### src/rtl/full_st0_phase_sched_pkg.sv
// Shared types for the stage-0 phase scheduler: phase state encoding and width defaults.
package full_st0_phase_sched_pkg;

    localparam int DW_LEN_DEF  = 3;
    localparam int EPOCH_W_DEF = 8;
    localparam int WDOG_W_DEF  = 12;

    typedef enum logic [2:0] {
        ST_IDLE = 3'd0,
        ST_FWD  = 3'd1,
        ST_ERR  = 3'd2,
        ST_TAP  = 3'd3,
        ST_DONE = 3'd4
    } phase_state_t;

    // True in the phases that consume controller events.
    function automatic logic in_phase(input phase_state_t s);
        return (s == ST_FWD) || (s == ST_ERR) || (s == ST_TAP);
    endfunction

endpackage

### src/rtl/full_st0_phase_sched_if.sv
// Job-start handshake and job configuration between the layer top and the phase scheduler.
interface full_st0_phase_sched_if
    import full_st0_phase_sched_pkg::*;
#(
    parameter int DW_LEN  = DW_LEN_DEF,
    parameter int EPOCH_W = EPOCH_W_DEF
);
    logic               start_vld;
    logic               start_rdy;
    logic [DW_LEN-1:0]  cfg_length;
    logic [DW_LEN-1:0]  cfg_depth;
    logic               cfg_state_length;
    logic [EPOCH_W-1:0] cfg_epochs;

    modport master (
        output start_vld, cfg_length, cfg_depth, cfg_state_length, cfg_epochs,
        input  start_rdy
    );

    modport slave (
        input  start_vld, cfg_length, cfg_depth, cfg_state_length, cfg_epochs,
        output start_rdy
    );
endinterface

### src/rtl/full_st0_event_counter.sv
// Clearable event counter; hit flags the event that lands on the terminal count.
module full_st0_event_counter #(
    parameter int W = 4
) (
    input  logic         clk,
    input  logic         reset,
    input  logic         clr,
    input  logic         inc,
    input  logic [W-1:0] terminal,
    output logic         hit
);
    logic [W-1:0] count_reg;

    assign hit = inc && (count_reg == terminal);

    always_ff @(posedge clk or negedge reset) begin
        if (!reset) begin
            count_reg <= '0;
        end else if (clr) begin
            count_reg <= '0;
        end else if (inc) begin
            count_reg <= count_reg + W'(1);
        end
    end
endmodule

### src/rtl/full_st0_phase_sched.sv
// Epoch/phase scheduler (FWD -> ERR -> TAP per epoch) for the stage-0 FIFO controller.
// Optional watchdog enabled by defining FULL_ST0_SCHED_WDOG_EN.
module full_st0_phase_sched
    import full_st0_phase_sched_pkg::*;
#(
    parameter int DW_LEN  = DW_LEN_DEF,
    parameter int EPOCH_W = EPOCH_W_DEF
`ifdef FULL_ST0_SCHED_WDOG_EN
    , parameter int WDOG_W = WDOG_W_DEF
`endif
) (
    input  logic                 clk,
    input  logic                 reset,
    full_st0_phase_sched_if.slave start_if,
    input  logic                 abort,
    input  logic                 state_finish,
    input  logic                 err_finish_i,
    output logic [DW_LEN-1:0]    load_length,
    output logic [DW_LEN-1:0]    load_depth,
    output logic                 state_length,
    output logic                 error_update_mode,
    output logic                 error_update_latch,
    output logic                 error_update_first,
    output logic                 error_tap_update_out,
    output logic                 error_finish_tap,
    output logic [EPOCH_W-1:0]   epoch_count,
    output logic                 busy,
    output logic                 done,
    output logic                 wdog_err
);
    phase_state_t       state_reg, state_next;
    logic [DW_LEN-1:0]  length_reg, depth_reg;
    logic               state_length_reg;
    logic [EPOCH_W-1:0] epochs_reg, epoch_count_reg;
    logic               mode_reg, latch_reg, first_reg, tap_reg, finish_tap_reg, done_reg;

    logic               accept, kill;
    logic               fwd_evt, err_evt, tap_evt, cnt_inc, cnt_hit;
    logic [EPOCH_W:0]   epoch_inc, epoch_target;
    logic               epoch_last;
    logic [EPOCH_W-1:0] epoch_sat;

    // Only events belonging to the current phase are counted.
    assign fwd_evt = (state_reg == ST_FWD) && state_finish;
    assign err_evt = (state_reg == ST_ERR) && state_finish;
    assign tap_evt = (state_reg == ST_TAP) && err_finish_i;
    assign cnt_inc = fwd_evt || err_evt || tap_evt;

    full_st0_event_counter #(.W(DW_LEN + 1)) u_phase_cnt (
        .clk      (clk),
        .reset    (reset),
        .clr      (accept || kill || cnt_hit),
        .inc      (cnt_inc && !kill),
        .terminal ({1'b0, depth_reg}),
        .hit      (cnt_hit)
    );

    // One extra bit so a saturated count still compares as "last epoch".
    assign epoch_inc    = {1'b0, epoch_count_reg} + (EPOCH_W + 1)'(1);
    assign epoch_target = (epochs_reg == '0) ? (EPOCH_W + 1)'(1) : {1'b0, epochs_reg};
    assign epoch_last   = (epoch_inc >= epoch_target);
    assign epoch_sat    = (&epoch_count_reg) ? epoch_count_reg : epoch_inc[EPOCH_W-1:0];

`ifdef FULL_ST0_SCHED_WDOG_EN
    logic [WDOG_W-1:0] wdog_reg, wdog_next;
    logic              wdog_expire, wdog_err_reg;

    assign wdog_expire = in_phase(state_reg) && (&wdog_reg);
    assign kill        = abort || wdog_expire;
    assign wdog_err    = wdog_err_reg;

    always_comb begin
        wdog_next = wdog_reg + WDOG_W'(1);
        if (!in_phase(state_reg) || cnt_inc || (state_next != state_reg)) begin
            wdog_next = '0;
        end
    end

    always_ff @(posedge clk or negedge reset) begin
        if (!reset) begin
            wdog_reg     <= '0;
            wdog_err_reg <= 1'b0;
        end else begin
            wdog_reg <= wdog_next;
            if (accept) begin
                wdog_err_reg <= 1'b0;
            end else if (wdog_expire) begin
                wdog_err_reg <= 1'b1;
            end
        end
    end
`else
    assign kill     = abort;
    assign wdog_err = 1'b0;
`endif

    always_comb begin
        state_next = state_reg;
        accept     = 1'b0;
        case (state_reg)
            ST_IDLE: if (start_if.start_vld) begin
                accept     = 1'b1;
                state_next = ST_FWD;
            end
            ST_FWD:  if (cnt_hit) state_next = ST_ERR;
            ST_ERR:  if (cnt_hit) state_next = ST_TAP;
            ST_TAP:  if (cnt_hit) state_next = epoch_last ? ST_DONE : ST_FWD;
            ST_DONE: state_next = ST_IDLE;
            default: state_next = ST_IDLE;
        endcase
        if (kill) begin
            state_next = ST_IDLE;
            accept     = 1'b0;
        end
    end

    always_ff @(posedge clk or negedge reset) begin
        if (!reset) begin
            state_reg        <= ST_IDLE;
            length_reg       <= '0;
            depth_reg        <= '0;
            state_length_reg <= 1'b0;
            epochs_reg       <= '0;
            epoch_count_reg  <= '0;
            mode_reg         <= 1'b0;
            latch_reg        <= 1'b0;
            first_reg        <= 1'b0;
            tap_reg          <= 1'b0;
            finish_tap_reg   <= 1'b0;
            done_reg         <= 1'b0;
        end else begin
            state_reg <= state_next;
            if (kill) begin
                // epoch_count deliberately holds across an abort
                length_reg       <= '0;
                depth_reg        <= '0;
                state_length_reg <= 1'b0;
                epochs_reg       <= '0;
                mode_reg         <= 1'b0;
                latch_reg        <= 1'b0;
                first_reg        <= 1'b0;
                tap_reg          <= 1'b0;
                finish_tap_reg   <= 1'b0;
                done_reg         <= 1'b0;
            end else begin
                if (accept) begin
                    length_reg       <= start_if.cfg_length;
                    depth_reg        <= start_if.cfg_depth;
                    state_length_reg <= start_if.cfg_state_length;
                    epochs_reg       <= start_if.cfg_epochs;
                    epoch_count_reg  <= '0;
                end else if ((state_reg == ST_TAP) && cnt_hit) begin
                    epoch_count_reg <= epoch_sat;
                end
                mode_reg       <= (state_next == ST_ERR);
                latch_reg      <= (state_next == ST_ERR) || (state_next == ST_TAP);
                tap_reg        <= (state_next == ST_TAP);
                first_reg      <= (state_next == ST_ERR) &&
                                  ((state_reg != ST_ERR) || (first_reg && !err_evt));
                finish_tap_reg <= tap_evt;
                done_reg       <= (state_next == ST_DONE);
            end
        end
    end

    assign start_if.start_rdy   = (state_reg == ST_IDLE);
    assign busy                 = (state_reg != ST_IDLE);
    assign done                 = done_reg;
    assign load_length          = length_reg;
    assign load_depth           = depth_reg;
    assign state_length         = state_length_reg;
    assign error_update_mode    = mode_reg;
    assign error_update_latch   = latch_reg;
    assign error_update_first   = first_reg;
    assign error_tap_update_out = tap_reg;
    assign error_finish_tap     = finish_tap_reg;
    assign epoch_count          = epoch_count_reg;
endmodule

### src/flat_wrapper.sv
// flat-port wrapper written by rule: the top's interface ports become plain ports
module full_st0_phase_sched_flat import full_st0_phase_sched_pkg::*;
#(
    parameter int DW_LEN  = DW_LEN_DEF,
    parameter int EPOCH_W = EPOCH_W_DEF

)
  (clk, reset, abort, state_finish, err_finish_i, load_length, load_depth, state_length, error_update_mode, error_update_latch, error_update_first, error_tap_update_out, error_finish_tap, epoch_count, busy, done, wdog_err, start_if_start_vld, start_if_cfg_length, start_if_cfg_depth, start_if_cfg_state_length, start_if_cfg_epochs, start_if_start_rdy);
  full_st0_phase_sched_if #(.DW_LEN(DW_LEN), .EPOCH_W(EPOCH_W)) start_if_i ();
  input  logic clk;
  input  logic reset;
  input  logic abort;
  input  logic state_finish;
  input  logic err_finish_i;
  output logic [DW_LEN-1:0] load_length;
  output logic [DW_LEN-1:0] load_depth;
  output logic state_length;
  output logic error_update_mode;
  output logic error_update_latch;
  output logic error_update_first;
  output logic error_tap_update_out;
  output logic error_finish_tap;
  output logic [EPOCH_W-1:0] epoch_count;
  output logic busy;
  output logic done;
  output logic wdog_err;
  input wire logic [$bits(start_if_i.start_vld)-1:0] start_if_start_vld;
  input wire logic [$bits(start_if_i.cfg_length)-1:0] start_if_cfg_length;
  input wire logic [$bits(start_if_i.cfg_depth)-1:0] start_if_cfg_depth;
  input wire logic [$bits(start_if_i.cfg_state_length)-1:0] start_if_cfg_state_length;
  input wire logic [$bits(start_if_i.cfg_epochs)-1:0] start_if_cfg_epochs;
  output wire logic [$bits(start_if_i.start_rdy)-1:0] start_if_start_rdy;
  assign start_if_i.start_vld = start_if_start_vld;
  assign start_if_i.cfg_length = start_if_cfg_length;
  assign start_if_i.cfg_depth = start_if_cfg_depth;
  assign start_if_i.cfg_state_length = start_if_cfg_state_length;
  assign start_if_i.cfg_epochs = start_if_cfg_epochs;
  assign start_if_start_rdy = start_if_i.start_rdy;
  full_st0_phase_sched #(.DW_LEN(DW_LEN), .EPOCH_W(EPOCH_W)) u_core (.clk(clk), .reset(reset), .start_if(start_if_i), .abort(abort), .state_finish(state_finish), .err_finish_i(err_finish_i), .load_length(load_length), .load_depth(load_depth), .state_length(state_length), .error_update_mode(error_update_mode), .error_update_latch(error_update_latch), .error_update_first(error_update_first), .error_tap_update_out(error_tap_update_out), .error_finish_tap(error_finish_tap), .epoch_count(epoch_count), .busy(busy), .done(done), .wdog_err(wdog_err));
endmodule
### config.mk
export PLATFORM = sky130hd
export DESIGN_NAME = full_st0_phase_sched_flat
export DESIGN_NICKNAME = d
export VERILOG_FILES = /design/src/rtl/full_st0_phase_sched_pkg.sv /design/src/rtl/full_st0_phase_sched_if.sv /design/src/rtl/full_st0_event_counter.sv /design/src/rtl/full_st0_phase_sched.sv /design/src/flat_wrapper.sv
export SDC_FILE = /design/constraint.sdc
export NUM_CORES = 1
export LEC_CHECK = 0
export ABC_CLOCK_PERIOD_IN_PS = 3200
export CORE_MARGIN = 2
export CORE_UTILIZATION = 50
export DETAILED_ROUTE_END_ITERATION = 12
export HOLD_SLACK_MARGIN = 0.1
export PLACE_DENSITY = 0.79
export SLEW_MARGIN = 20
export SYNTH_ARGS = -nofsm -noshare
export SYNTH_HDL_FRONTEND = slang
export SYNTH_SLANG_ARGS = --single-unit
### constraint.sdc
create_clock -name clk -period 3.2 [get_ports clk]
set_clock_uncertainty 0.2 [all_clocks]
set_input_delay 0.64 -clock clk [delete_from_list [all_inputs] [get_ports clk]]
set_output_delay 0.64 -clock clk [all_outputs]
set_load 0.01 [all_outputs]
==> results_dict.tcl <==
set metrics [dict create \
    drv_cap 0 \
    required_ns 3.18 \
    ys.flop_type "dfrtp_1" \
    grt_pass1_vias 1501 \
    synthCells 217 \
    fin_tns_setup_ns 0 \
    crit_chain "ha_1 > and4_1 > nand2_1 > xnor2_1 > ha_1 > a211o_1 > o221ai_1 > o2111a_1 > o221ai_2 > and3b_1" \
    crit_top_cell "ha_1" \
    synth_nets 248 \
    remaining_drc_errors 0 \
    yosysMostFrequentCell "nand2_1" \
    max_freq_mhz 349 \
    stdcell_count 310 \
    wl_microns 4100 \
    yosysTopAreaCell "dfrtp_1" \
    finalNetCount 290 \
    utilization_pct 65.3 \
    synthArstFlopShare_pct 100 \
    p_leak_uw 0.00119 \
    maxSlewViolCount 0 \
    wl_per_cell_microns 13.2 \
    crit_buf_inv 0 \
    crit_fanout 6 \
    synth_edf_count 0 \
    ioPinCount 45 \
    fp.dieW_microns 67.5 \
    ir_drop_v 0.000251 \
    clockBufferDepth 2 \
    slowest_stage "dfrtp_1" \
    placementRows 23 \
    die_h_microns 67.5 \
    synth_seq_cells 36 \
    worst_pin_slew_ns 0.791 \
    grt_pass1_wl_microns 6860 \
    ys_top_cells_by_count "nand2_1, dfrtp_1, a21oi_1, inv_1, nand3_1" \
    path_delay_family "compound AO/OA/AOI/OAI gates" \
    synth.avg_cell_area_sq_um 9.29 \
    drt_pass1_iterations 4 \
    layout-drive-gt1-share_pct 7.31 \
    num_vias 1619 \
    relSlewSlack_pct 47.3 \
    crit_arrival_ns 2.84 \
    synthDistinctLibCells 45 \
    rsz0062_at_grt "no" \
    cts-root-buf "clkbuf_8" \
    yosysTopAreaCellShare_pct 44.7 \
    track_usage_pct 20.3 \
    area_delta_synth_final_pct 27.7 \
    hold_buffers 0 \
    fin_crit_ns 2.86 \
    viasPerCell 5.22 \
    antenna_found_initial 0 \
    cts_tree "done" \
    start_kind "register" \
    post_cts_buffers 0 \
    clock_latency_ns 0.29 \
    synth_area_leaders "dfrtp_1, nand2_1, ha_1, a21oi_1, nand3_1" \
    place_area_sq_mm 0.00247 \
    dp.cells 302 \
    io_buffer_count 43 \
    dp_hpwl_microns 2970 \
    hold_viol 0 \
    critPathKind "register to register" \
    hold_class "input pin to async pin" \
    yosysWarnings 0 \
    setup_viol_count_final 0 \
    final_antenna_net_count 0 \
    period_share_pct 89.4 \
    grt_max_degree 37 \
    cts.clk_slew.worst_paths_ns 0.07 \
    cts_resized 0 \
    power.density_mw_per_mm2 414 \
    drt-initial-drc-count 114 \
    cts.sinks 36 \
    grt.overflow.total 0 \
    start_util_pct 51.2 \
    hold-worst-slack_ns 0.231 \
    htreeDepth 2 \
    end_kind "register" \
    mappedNetlistArea_sq_mm 0.00202 \
    fin_area_sq_mm 0.00257 \
    diodes 0 \
    core_sq_mm 0.00394 \
    seq_area_frac_synth_pct 44.7 \
    die-area_sq_mm 0.00456 \
    numCtsBuffers 5 \
    critPathMaxStageDelay_ns 0.43 \
    gp_congestion 0.819 \
    outcome "finished, final reports clean" \
]
-- metal layers --
metal / GRT usage (%) / routed length (microns) / up-vias
met1: 26.0 / 1830 / 756
met3: 5.33 / 176 / 6
li1: - / - / 825
met2: 32.8 / 2020 / 32
met5: 0 / 0 / -
met4: 7.65 / 69 / 0
-- kinds of logic (layout without fill, tap and decap cells) --
| kind of cell | count (synthesis) | in the layout | share of synthesized area [%] |
|---|---|---|---|
| muxes | 1 | 1 | 0.496 |
| adders and majority gates | 10 | 10 | 6.20 |
| xor gates and xnor gates | 11 | 11 | 4.78 |
| and+or+nand+nor | 91 | 91 | 23.0 |
| AOI/OAI and AO/OA | 40 | 40 | 14.4 |
| other | 1 | 1 | 0.186 |
| DFF | 36 | 36 | 44.7 |
| buffers and inverters | 27 | 70 | 6.33 |
-- placed cells by master (no fill, tap or decap), types with 2 or more instances in the layout --
master	instances
or3_1	2
buf_4	5
o211ai_2	2
nor2b_1	2
o21ai_0	3
a21oi_1	19
nand3_1	12
nor3_1	3
nand2_1	38
a41o_1	3
ha_1	10
clkdlybuf4s50_1	42
nand2b_1	7
inv_1	14
clkbuf_8	5
nand4_1	4
and3_1	3
and2_1	2
xor2_1	6
o2111ai_1	2
xnor2_1	5
dfrtp_1	36
nor2_1	11
-- power breakdown --
part | total, uW | switching [uW] | internal (uW)
Combinational | 193 | 101 | 92.5
Clock | 384 | 153 | 231
Sequential | 490 | 15.7 | 474
-- metrics by stage --
step | worst slack, ns | total power, uW
global route | 0.184 | 1120
floorplan | 0.469 | 608
CTS | 0.356 | 1080
global placement | 0.438 | 688
detailed placement | 0.373 | 692
finish | 0.338 | 1070
-- final cells by class --
class,instances,area [sq um]
flip-flops and latches,36,901
clock inverters,2,35.0
well taps,50,62.6
clock buffers,6,72.6
multi-input cells,154,988
fillers,329,1370
repair buffers,48,463
inverters,14,52.6
-- worst register-to-register path: cells and delay by family, from the launching register on --
| kind | cells | cell delay (ns) |
|---|---|---|
| AO/OA/AOI/OAI | 4 | 0.86 |
| adder cells (fa/ha/maj) | 2 | 0.58 |
| AND/OR/NAND/NOR | 3 | 0.54 |
| flip-flops | 1 | 0.43 |
| XOR/XNOR | 1 | 0.15 |
-- worst paths after layout --
| check | startpoint | to | slack, ns | cells past startpoint |
|---|---|---|---|---|
| worst min-delay path | reset | u_core.epoch_count[4] | 0.23 | 1 |
| max in group asynchronous | reset | u_core.load_depth[1] | 2.06 | 1 |
| min in group clk | u_core.epochs_reg[2] | u_core.epochs_reg[2] | 0.32 | 2 |
| worst max-delay path | u_core.epoch_count[0] | u_core.error_update_first | 0.34 | 10 |
| worst max register to register | u_core.epoch_count[0] | u_core.error_update_first | 0.34 | 10 |
| worst min register to register | u_core.epochs_reg[2] | u_core.epochs_reg[2] | 0.32 | 2 |
Power figures use the tool's default switching activity.
